**config.mk**
```make
export PLATFORM = sky130hd
export DESIGN_NAME = led_pattern_scheduler
export DESIGN_NICKNAME = d
export VERILOG_FILES = /design/src/rtl/led_sched_pkg.sv /design/src/rtl/led_pattern_scheduler_tick_prescaler.sv /design/src/rtl/led_pattern_scheduler.sv
export SDC_FILE = /design/constraint.sdc
export NUM_CORES = 1
export LEC_CHECK = 0
export CELL_PAD_IN_SITES_DETAIL_PLACEMENT = 1
export CELL_PAD_IN_SITES_GLOBAL_PLACEMENT = 2
export CORE_UTILIZATION = 38
export CTS_BUF_LIST = sky130_fd_sc_hd__clkbuf_4
export DETAILED_ROUTE_END_ITERATION = 7
export PLACE_DENSITY_LB_ADDON = 0.1
export SYNTH_ARGS = -nofsm -noshare
export SYNTH_HDL_FRONTEND = slang
export SYNTH_SLANG_ARGS = --single-unit
```
**constraint.sdc**
```tcl
create_clock -name clki -period 3.67 [get_ports clki]
set_input_delay 0.367 -clock clki [delete_from_list [all_inputs] [get_ports clki]]
set_output_delay 0.367 -clock clki [all_outputs]
set_load 0.02 [all_outputs]
```
**src/rtl/led_sched_pkg.sv**
```systemverilog
// Shared constants and LED decode for the LED pattern scheduler.
package led_sched_pkg;

    localparam logic PAT_CHASE = 1'b1;
    localparam logic PAT_FILL  = 1'b0;

    localparam int PRESCALE_W = 27;
    typedef logic [PRESCALE_W-1:0] presc_t;

    localparam logic [7:0] CHASE_SEED = 8'h03;

    // Index 0 is the rightmost entry.
    localparam logic [7:0][7:0] FILL_TABLE = {
        8'hC0, 8'hF0, 8'hFC, 8'hFF, 8'h3F, 8'h0F, 8'h03, 8'h00
    };

    function automatic logic [7:0] led_decode(input logic pat, input logic [2:0] step);
        logic [15:0] rot;
        rot = {CHASE_SEED, CHASE_SEED} << step;
        return (pat == PAT_CHASE) ? rot[15:8] : FILL_TABLE[step];
    endfunction

endpackage

```
**src/rtl/led_pattern_scheduler_tick_prescaler.sv**
```systemverilog
// Step-tick generator: two selectable periods, restart on rate change, hold on pause.
module tick_prescaler
    import led_sched_pkg::*;
#(
    parameter int TICK_FAST = 50_000_000,
    parameter int TICK_SLOW = 100_000_000
) (
    input  logic clki,
    input  logic rs,
    input  logic rate_fast,
    input  logic pause,
    output logic tick
);

    presc_t count;
    presc_t last;
    logic   rate_prev;
    logic   rate_change;

    assign last        = rate_fast ? presc_t'(TICK_FAST - 1) : presc_t'(TICK_SLOW - 1);
    assign rate_change = (rate_fast != rate_prev);
    assign tick        = !rate_change && !pause && (count == last);

    // rate_prev tracks through reset so a rate held across reset is not seen as a change.
    always_ff @(posedge clki) begin
        rate_prev <= rate_fast;
        if (!rs) begin
            count <= '0;
        end else if (rate_change) begin
            count <= '0;
        end else if (!pause) begin
            if (count == last) count <= '0;
            else               count <= count + presc_t'(1);
        end
    end

endmodule

```
**src/rtl/led_pattern_scheduler.sv**
```systemverilog
// LED pattern scheduler: synchronizes switches, steps chase/fill patterns on each tick,
// and optionally alternates patterns after REPEAT complete passes.
//   pat_id | meaning
//   0      | fill/empty pattern
//   1      | running-pair chase pattern
module led_pattern_scheduler
    import led_sched_pkg::*;
#(
    parameter int TICK_FAST = 50_000_000,
    parameter int TICK_SLOW = 100_000_000,
    parameter int REPEAT    = 2
) (
    input  logic       clki,
    input  logic       rs,
    input  logic       S0,
    input  logic       S1,
    input  logic       auto_en,
    input  logic       pause,
    output logic [7:0] led,
    output logic       pat_id,
    output logic       pass_done
);

    localparam logic [3:0] REPEAT_LAST = 4'(REPEAT - 1);

    logic [1:0] s0_sync;
    logic [1:0] s1_sync;
    logic [1:0] auto_sync;
    logic [1:0] pause_sync;

    // Synchronizers are left unreset so held switch levels settle during reset.
    always_ff @(posedge clki) begin
        s0_sync    <= {s0_sync[0], S0};
        s1_sync    <= {s1_sync[0], S1};
        auto_sync  <= {auto_sync[0], auto_en};
        pause_sync <= {pause_sync[0], pause};
    end

    logic tick;

    tick_prescaler #(
        .TICK_FAST (TICK_FAST),
        .TICK_SLOW (TICK_SLOW)
    ) u_prescaler (
        .clki      (clki),
        .rs        (rs),
        .rate_fast (s1_sync[1]),
        .pause     (pause_sync[1]),
        .tick      (tick)
    );

    logic [2:0] step;
    logic [3:0] pass_cnt;
    logic [2:0] step_nxt;
    logic [3:0] pass_nxt;
    logic       pat_nxt;
    logic       done_nxt;

    always_comb begin
        step_nxt = step;
        pass_nxt = pass_cnt;
        pat_nxt  = pat_id;
        done_nxt = 1'b0;
        if (tick) begin
            if (!auto_sync[1] && (s0_sync[1] != pat_id)) begin
                pat_nxt  = s0_sync[1];
                step_nxt = 3'd0;
                pass_nxt = 4'd0;
            end else if (step == 3'd7) begin
                step_nxt = 3'd0;
                done_nxt = 1'b1;
                if (auto_sync[1] && (pass_cnt == REPEAT_LAST)) begin
                    pat_nxt  = ~pat_id;
                    pass_nxt = 4'd0;
                end else begin
                    pass_nxt = pass_cnt + 4'd1;
                end
            end else begin
                step_nxt = step + 3'd1;
            end
        end
    end

    always_ff @(posedge clki) begin
        if (!rs) begin
            step      <= 3'd0;
            pass_cnt  <= 4'd0;
            pat_id    <= PAT_FILL;
            led       <= 8'h00;
            pass_done <= 1'b0;
        end else begin
            step      <= step_nxt;
            pass_cnt  <= pass_nxt;
            pat_id    <= pat_nxt;
            pass_done <= done_nxt;
            if (tick) led <= led_decode(pat_nxt, step_nxt);
        end
    end

endmodule

```
==> flow_summary.yaml, run 1 <==
synth:
  ys_warn_count: 0
  async_flop_share: 0
  synth_area_leader_cell: "dfxtp_1"
  synth_top_area_share: 0.4115
  netlist_area_um2: 2579
  synth_nets: 300
  synth_edf_count: 0
  synthFlopType: "dfxtp_1"
  synth-seq-area-share: 0.4115
  ys_seq_elements: 53
  avgSynthCellArea_um2: 8.954
  synthCells: 288
  synth_top_cells_by_area: "dfxtp_1 (41%), nor2_1 (7.4%), xnor2_1 (6.1%)"
  synth.distinct_cells: 46
global_routing:
  globalRouteTotalUtil: 0.1748
  grt_max_degree: 28
  grt_pass1_wl_mm: 10.05
  grt_overflow: 0
  first_global_vias: 2096
  grt_antenna_before_repair: 0
timing:
  finalHoldViolCount: 0
  whs_ps: 345.2
  fmax_mhz: 316.5
  rsz0062_at_grt: "no"
  min_period_ps: 3159
  worst-slew-pin-transition_ps: 656.6
  maxSlewHeadroom: 0.5497
  finalCritPeriodShare: 0.8609
  final.setup_skew_ps: 7.569
  fin_setup_tns_ps: 0
  setup_violations: 0
  final_max_slew_viol_count: 0
place:
  hpwl_mm: 4.109
  finalWeightedCongestion: 0.7612
  portBuffers: 15
  placed_area_um2: 2809
die:
  fp.dieArea_um2: 7119
  die_w_um: 84.38
  coreArea_um2: 6459
  placementRows: 29
  initial_utilization: 0.3993
  pin_count: 16
  die_h_um: 84.38
hold_path:
  hold_depth: 0
  min-delay-start: "pause_sync[0]$_DFF_P_"
  worstHoldPathType: "flip-flop to flip-flop"
  hold_end: "pause_sync[1]$_DFF_P_"
clocking:
  post_cts_buffers: 0
  cts_resized: 0
  cts_tree: "built"
  clock_latency_ps: 370
  cts.sinks: 53
  clk_path_buf_depth: 2
  clkTransAtPathRegs_ps: 150
  cts_root_buffer: "clkbuf_4"
  cts_buffers: 5
  cts_hold_buf: 0
  cts-htree-levels: 2
critical_path:
  r2r_end: "led[4]$_SDFFE_PN0N_"
  path_cells: "or4_4, a2111oi_0, and4_1, mux2_2, ha_1, inv_1, nor4_1, mux2i_1, o311ai_2, o221a_2"
  cp_data_required_time_ps: 3950
  rrSetupSlack_ps: 510
  worstSetupPathType: "flip-flop to flip-flop"
  endpoint_kind: "flip-flop"
  cp.arrival_ps: 3440
  cp_slowest_cell: "or4_4"
  worst-path-buf-inv: 1
  max_stage_delay_ps: 550
  cp_top_family: "simple AND/OR/NAND/NOR gates"
  cp.depth: 10
  r2r_start: "u_prescaler.count[9]$_SDFFE_PP0N_"
  startpoint_type: "flip-flop"
  r2r_cells: 10
  crit_fanout: 6
finish:
  area_growth_pct: 10.87
  num_antenna_cells: 0
  drive_gt1_frac: 0.09385
  final_net_count: 320
  fin_area_um2: 2859
routing:
  vias: 2054
  via_per_inst: 5.321
  wl_per_cell_um: 14.52
  ant_nets: 0
  drc: 0
  drt_iter0_markers: 67
  drtPass1Iterations: 4
  finalWirelength_mm: 5.604
power_and_ir_drop:
  p_leak_uw: 0.0009519
  power.density_nw_per_um2: 305.9
  ir_worst_vdd_v: 0.0001676
run:
  max_cap_violations: 0
run_status:
  status: "finished, final reports clean"
==> how the worst max path moves through the flow <==
stage / start / end / slack (ps)
floorplan: u_prescaler.count[9]$_SDFFE_PP0N_ / led[4]$_SDFFE_PN0N_ / 650
CTS: u_prescaler.count[9]$_SDFFE_PP0N_ / led[4]$_SDFFE_PN0N_ / 510
global placement: u_prescaler.count[9]$_SDFFE_PP0N_ / led[4]$_SDFFE_PN0N_ / 590
global route: u_prescaler.count[9]$_SDFFE_PP0N_ / led[4]$_SDFFE_PN0N_ / 180
finish: u_prescaler.count[9]$_SDFFE_PP0N_ / led[4]$_SDFFE_PN0N_ / 510
detailed placement: u_prescaler.count[9]$_SDFFE_PP0N_ / led[4]$_SDFFE_PN0N_ / 530
==> state kept, by name (all words and copies together), names as in the netlist <==
| name | count |
|---|---|
| s1_sync | 2 |
| pass_cnt | 4 |
| s0_sync | 2 |
| u_prescaler.rate_prev | 1 |
| pause_sync | 2 |
| u_prescaler.count | 27 |
| auto_sync | 2 |
| pat_id | 1 |
| pass_done | 1 |
| led | 8 |
| step | 3 |
==> worst register-to-register path, cell delays in order (launching register included) <==
cell,delay [ps]
dfxtp_1,390
or4_4,550
a2111oi_0,470
and4_1,290
mux2_2,370
ha_1,240
inv_1,110
nor4_1,70
mux2i_1,180
o311ai_2,130
o221a_2,270
==> synth_stat cells, types with 3 or more instances <==
master	n
a21boi_0	3
a21oi_1	3
a31oi_1	3
and2_1	8
clkbuf_1	5
dfxtp_1	53
ha_1	6
inv_1	5
mux2_2	3
mux2i_1	9
nand2_1	19
nand2b_1	3
nand3_1	12
nand4_1	7
nand4b_1	3
nor2_1	51
nor2b_1	3
nor3_1	8
nor4_1	7
o21ai_0	12
or2_2	3
xnor2_1	18
xor2_1	13
==> routing by layer <==
layer	vias up	GRT usage	part of all wire
li1	1041	-	-
met1	978	0.2511	0.53
met2	25	0.2623	0.42
met3	10	0.02557	0.027
met4	0	0.07242	0.019
met5	-	0	0
==> metrics by stage <==
stage | utilization | setup slack, ps | std cells | power (uW)
floorplan | - | 652.8 | 288 | 623.7
global placement | 0.4349 | 586.2 | 378 | 635.3
detailed placement | 0.4349 | 530.9 | 378 | 635.5
CTS | 0.4427 | 505.4 | 386 | 891.9
global route | 0.4427 | 179.5 | 386 | 915.1
finish | 0.4427 | 510.6 | 386 | 874.6
==> cell type report <==
class / instances / area (um^2)
sequential: 53 / 1061
clock buffer: 5 / 37.54
timing repair buffer: 21 / 195.2
inverter: 5 / 18.77
clock inverter: 3 / 12.51
tap: 77 / 96.34
multi-input combinational: 222 / 1438
fill: 761 / 3600
==> logic make-up (layout without fill, tap and decap cells) <==
| family | count (synthesis) | count (layout) | share of synthesized area |
|---|---|---|---|
| compound gates | 32 | 32 | 0.08588 |
| simple gates | 141 | 141 | 0.2892 |
| mux | 12 | 12 | 0.04804 |
| flops | 53 | 53 | 0.4115 |
| fa+ha+maj | 6 | 6 | 0.02911 |
| buf+inv | 13 | 34 | 0.03105 |
| xor+xnor | 31 | 31 | 0.1053 |
==> placed cells by master (no fill, tap or decap), types with 2 or more instances in the layout <==
cell / netlist / layout
a211o_2: 2 / 2
a21boi_0: 3 / 3
a21oi_1: 3 / 3
a31oi_1: 3 / 3
and2_1: 8 / 8
and3_1: 2 / 2
and4_1: 2 / 2
and4b_2: 2 / 2
buf_4: 0 / 6
clkbuf_4: 0 / 5
clkdlybuf4s50_1: 0 / 15
clkinv_1: 0 / 2
dfxtp_1: 53 / 53
ha_1: 6 / 6
inv_1: 5 / 5
mux2_2: 3 / 3
mux2i_1: 9 / 9
nand2_1: 19 / 19
nand2b_1: 3 / 3
nand3_1: 12 / 12
nand3b_1: 2 / 2
nand4_1: 7 / 7
nand4b_1: 3 / 3
nor2_1: 51 / 51
nor2b_1: 3 / 3
nor3_1: 8 / 8
nor4_1: 7 / 7
nor4b_1: 2 / 2
o211ai_1: 2 / 2
o21ai_0: 12 / 12
or2_2: 3 / 3
xnor2_1: 18 / 18
xor2_1: 13 / 13
==> report_power, final <==
part | switching (uW) | internal (uW)
Sequential | 5.99 | 582
Clock | 182 | 69.9
Combinational | 21.0 | 13.5
Note: power is estimated with default switching activity, not from simulation.
==> run 2, diff against run 1 <==
--- a/config.mk
+++ b/config.mk
@@ -12,4 +12,5 @@
 export DETAILED_ROUTE_END_ITERATION = 7
 export PLACE_DENSITY_LB_ADDON = 0.1
+export SKIP_LAST_GASP = 1
 export SYNTH_ARGS = -nofsm -noshare
 export SYNTH_HDL_FRONTEND = slang
==> constraint.sdc (replaced) <==
create_clock -name clki -period 3.67 [get_ports clki]
set_input_delay 0.734 -clock clki [delete_from_list [all_inputs] [get_ports clki]]
set_output_delay 0.734 -clock clki [all_outputs]
set_load 0.02 [all_outputs]
==> flow_summary.yaml, run 2 (synthesis gave the netlist of run 1 again) <==
timing:
  finalCritPeriodShare: 0.8787
  fmax_mhz: 310.1
  fin_setup_tns_ps: 0
  setup_violations: 0
  min_period_ps: 3225
  maxSlewHeadroom: 0.5883
  whs_ps: 346.1
  rsz0062_at_grt: "no"
  finalWorstSetupSlack_ps: 445.3
  finalHoldViolCount: 0
  worst-slew-pin-transition_ps: 600.4
  final.setup_skew_ps: 8.847
  final_max_slew_viol_count: 0
finish:
  drive_gt1_frac: 0.09740
  final_core_util: 0.4461
  largest_registers: "u_prescaler.count: 27 flops, led: 8 flops, pass_cnt: 4 flops"
  largest_reg_flops: 27
  num_antenna_cells: 0
  max_flop_register: "u_prescaler.count"
  layout_common_cells: "dfxtp_1 (53), nor2_1 (51), nand2_1 (19)"
  fill_cells: 754
  final_net_count: 320
  layout_commonest_cell: "dfxtp_1"
  seq_area_um2: 1061
  multiInputGateArea_um2: 1438
  area_growth_pct: 11.74
power_and_ir_drop:
  finalPower_uw: 940.2
  p_int_uw: 734.5
  power_frac_comb: 0.036
  switching_share: 0.2188
  power.density_nw_per_um2: 326.3
  p_sw_uw: 205.8
  p_leak_uw: 0.0009629
  ir_worst_vdd_v: 0.0001432
  seq_power_share: 0.625
  power_frac_clock: 0.339
hold_path:
  hold_end: "s0_sync[1]$_DFF_P_"
  worstHoldPathType: "flip-flop to flip-flop"
  min-delay-start: "s0_sync[0]$_DFF_P_"
  hold_depth: 0
die:
  initial_utilization: 0.3993
  die_h_um: 84.38
  coreArea_um2: 6459
  pin_count: 16
  placementRows: 29
  fp.dieArea_um2: 7119
  die_w_um: 84.38
critical_path:
  r2r_cells: 10
  cp_top_family: "compound AO/OA/AOI/OAI gates"
  worst-path-buf-inv: 1
  max_stage_delay_ps: 540
  crit_fanout: 6
  cp_data_required_time_ps: 3940
  r2r_end: "led[4]$_SDFFE_PN0N_"
  worstSetupPathType: "flip-flop to flip-flop"
  rrSetupSlack_ps: 450
  startpoint_type: "flip-flop"
  r2r_start: "u_prescaler.count[9]$_SDFFE_PP0N_"
  path_cells: "or4_4, a2111oi_0, and4_1, mux2_2, ha_1, inv_1, nor4_1, mux2i_1, o311ai_2, o221a_2"
  cp_slowest_cell: "or4_4"
  endpoint_kind: "flip-flop"
  cp.arrival_ps: 3500
clocking:
  cts_root_buffer: "clkbuf_4"
  cts_resized: 0
  clkTransAtPathRegs_ps: 140
  cts_hold_buf: 0
  cts-htree-levels: 2
  cts_buffers: 5
  cts.sinks: 53
  clock_latency_ps: 370
  post_cts_buffers: 0
  cts_tree: "built"
  clk_path_buf_depth: 2
routing:
  vias: 2029
  ant_nets: 0
  wl_per_cell_um: 14.26
  finalWirelength_mm: 5.489
  via_per_inst: 5.270
  drt_iter0_markers: 47
  drtPass1Iterations: 4
  drc: 0
global_routing:
  globalRouteTotalUtil: 0.1718
  first_global_vias: 2064
  grt_antenna_before_repair: 0
  grt_overflow: 0
  grt_max_degree: 28
  grt_pass1_wl_mm: 9.804
run_status:
  status: "finished, final reports clean"
place:
  pre_cts_ws_ps: 468.1
  hpwl_mm: 4.007
  portBuffers: 15
  finalWeightedCongestion: 0.7577
run:
  max_cap_violations: 0
run 2: cell count changes in the layout (fill, tap and decap cells not counted), sizes merged:
| cell | delta |
|---|---|
| bufinv | +1 |
| clkinv | -2 |
run 2: power by group through the flow:
stage / clock network (uW) / registers [uW] / logic, uW
after floorplan: 0 / 598 / 25.9
after global placement: 0 / 600 / 35.3
after detailed placement: 0 / 600 / 34.7
after CTS: 339 / 588 / 34.8
after global routing: 355 / 589 / 38.8
final: 319 / 588 / 33.9
run 2: worst register-to-register path, stage by stage (launching register included):
cell and delay [ps]:
dfxtp_1 390, or4_4 540, a2111oi_0 520, and4_1 300, mux2_2 370, ha_1 240
inv_1 120, nor4_1 80, mux2i_1 170, o311ai_2 140, o221a_2 270
run 2: through the flow:
| stage | instance area (um^2) | instances |
|---|---|---|
| 3_3_place_gp | 2809 | 378 |
| 6_report | 2882 | 385 |
| 3_5_place_dp | 2809 | 378 |
| 5_1_grt | 2882 | 385 |
| 4_1_cts | 2882 | 385 |
| 2_1_floorplan | 2579 | 288 |
run 2: area by class of cell:
| class | count | area share |
|---|---|---|
| sequential | 53 | 0.3682 |
| tap | 77 | 0.03343 |
| clock buffer | 5 | 0.01303 |
| timing repair buffer | 21 | 0.06774 |
| multi-input combinational | 222 | 0.4989 |
| clock inverter | 2 | 0.01216 |
| inverter | 5 | 0.006513 |
run 2: per-layer routing:
layer | up-vias | part of all wire | GRT usage
li1 | 1045 | - | -
met4 | 0 | 0.014 | 0.06009
met1 | 956 | 0.54 | 0.2397
met3 | 7 | 0.030 | 0.03540
met2 | 21 | 0.42 | 0.2638
met5 | - | 0 | 0
run 2: how the worst max path moves through the flow:
stage | from | end | slack (ps) | depth (start not counted)
2_1_floorplan | u_prescaler.count[9]$_SDFFE_PP0N_ | led[4]$_SDFFE_PN0N_ | 650 | 11
3_3_place_gp | u_prescaler.count[9]$_SDFFE_PP0N_ | led[4]$_SDFFE_PN0N_ | 580 | 10
3_5_place_dp | u_prescaler.count[9]$_SDFFE_PP0N_ | led[4]$_SDFFE_PN0N_ | 470 | 10
4_1_cts | u_prescaler.count[9]$_SDFFE_PP0N_ | led[4]$_SDFFE_PN0N_ | 450 | 10
5_1_grt | u_prescaler.count[9]$_SDFFE_PP0N_ | led[4]$_SDFFE_PN0N_ | 280 | 10
6_report | u_prescaler.count[9]$_SDFFE_PP0N_ | led[4]$_SDFFE_PN0N_ | 450 | 10
==> run 3, diff against run 2 <==
CTS_CLUSTER_DIAMETER = 60   (was unset)
SLEW_MARGIN = 20   (was unset)
==> results of run 3 <==
No change in the layout: final DEF, timing and power equal those of run 2.
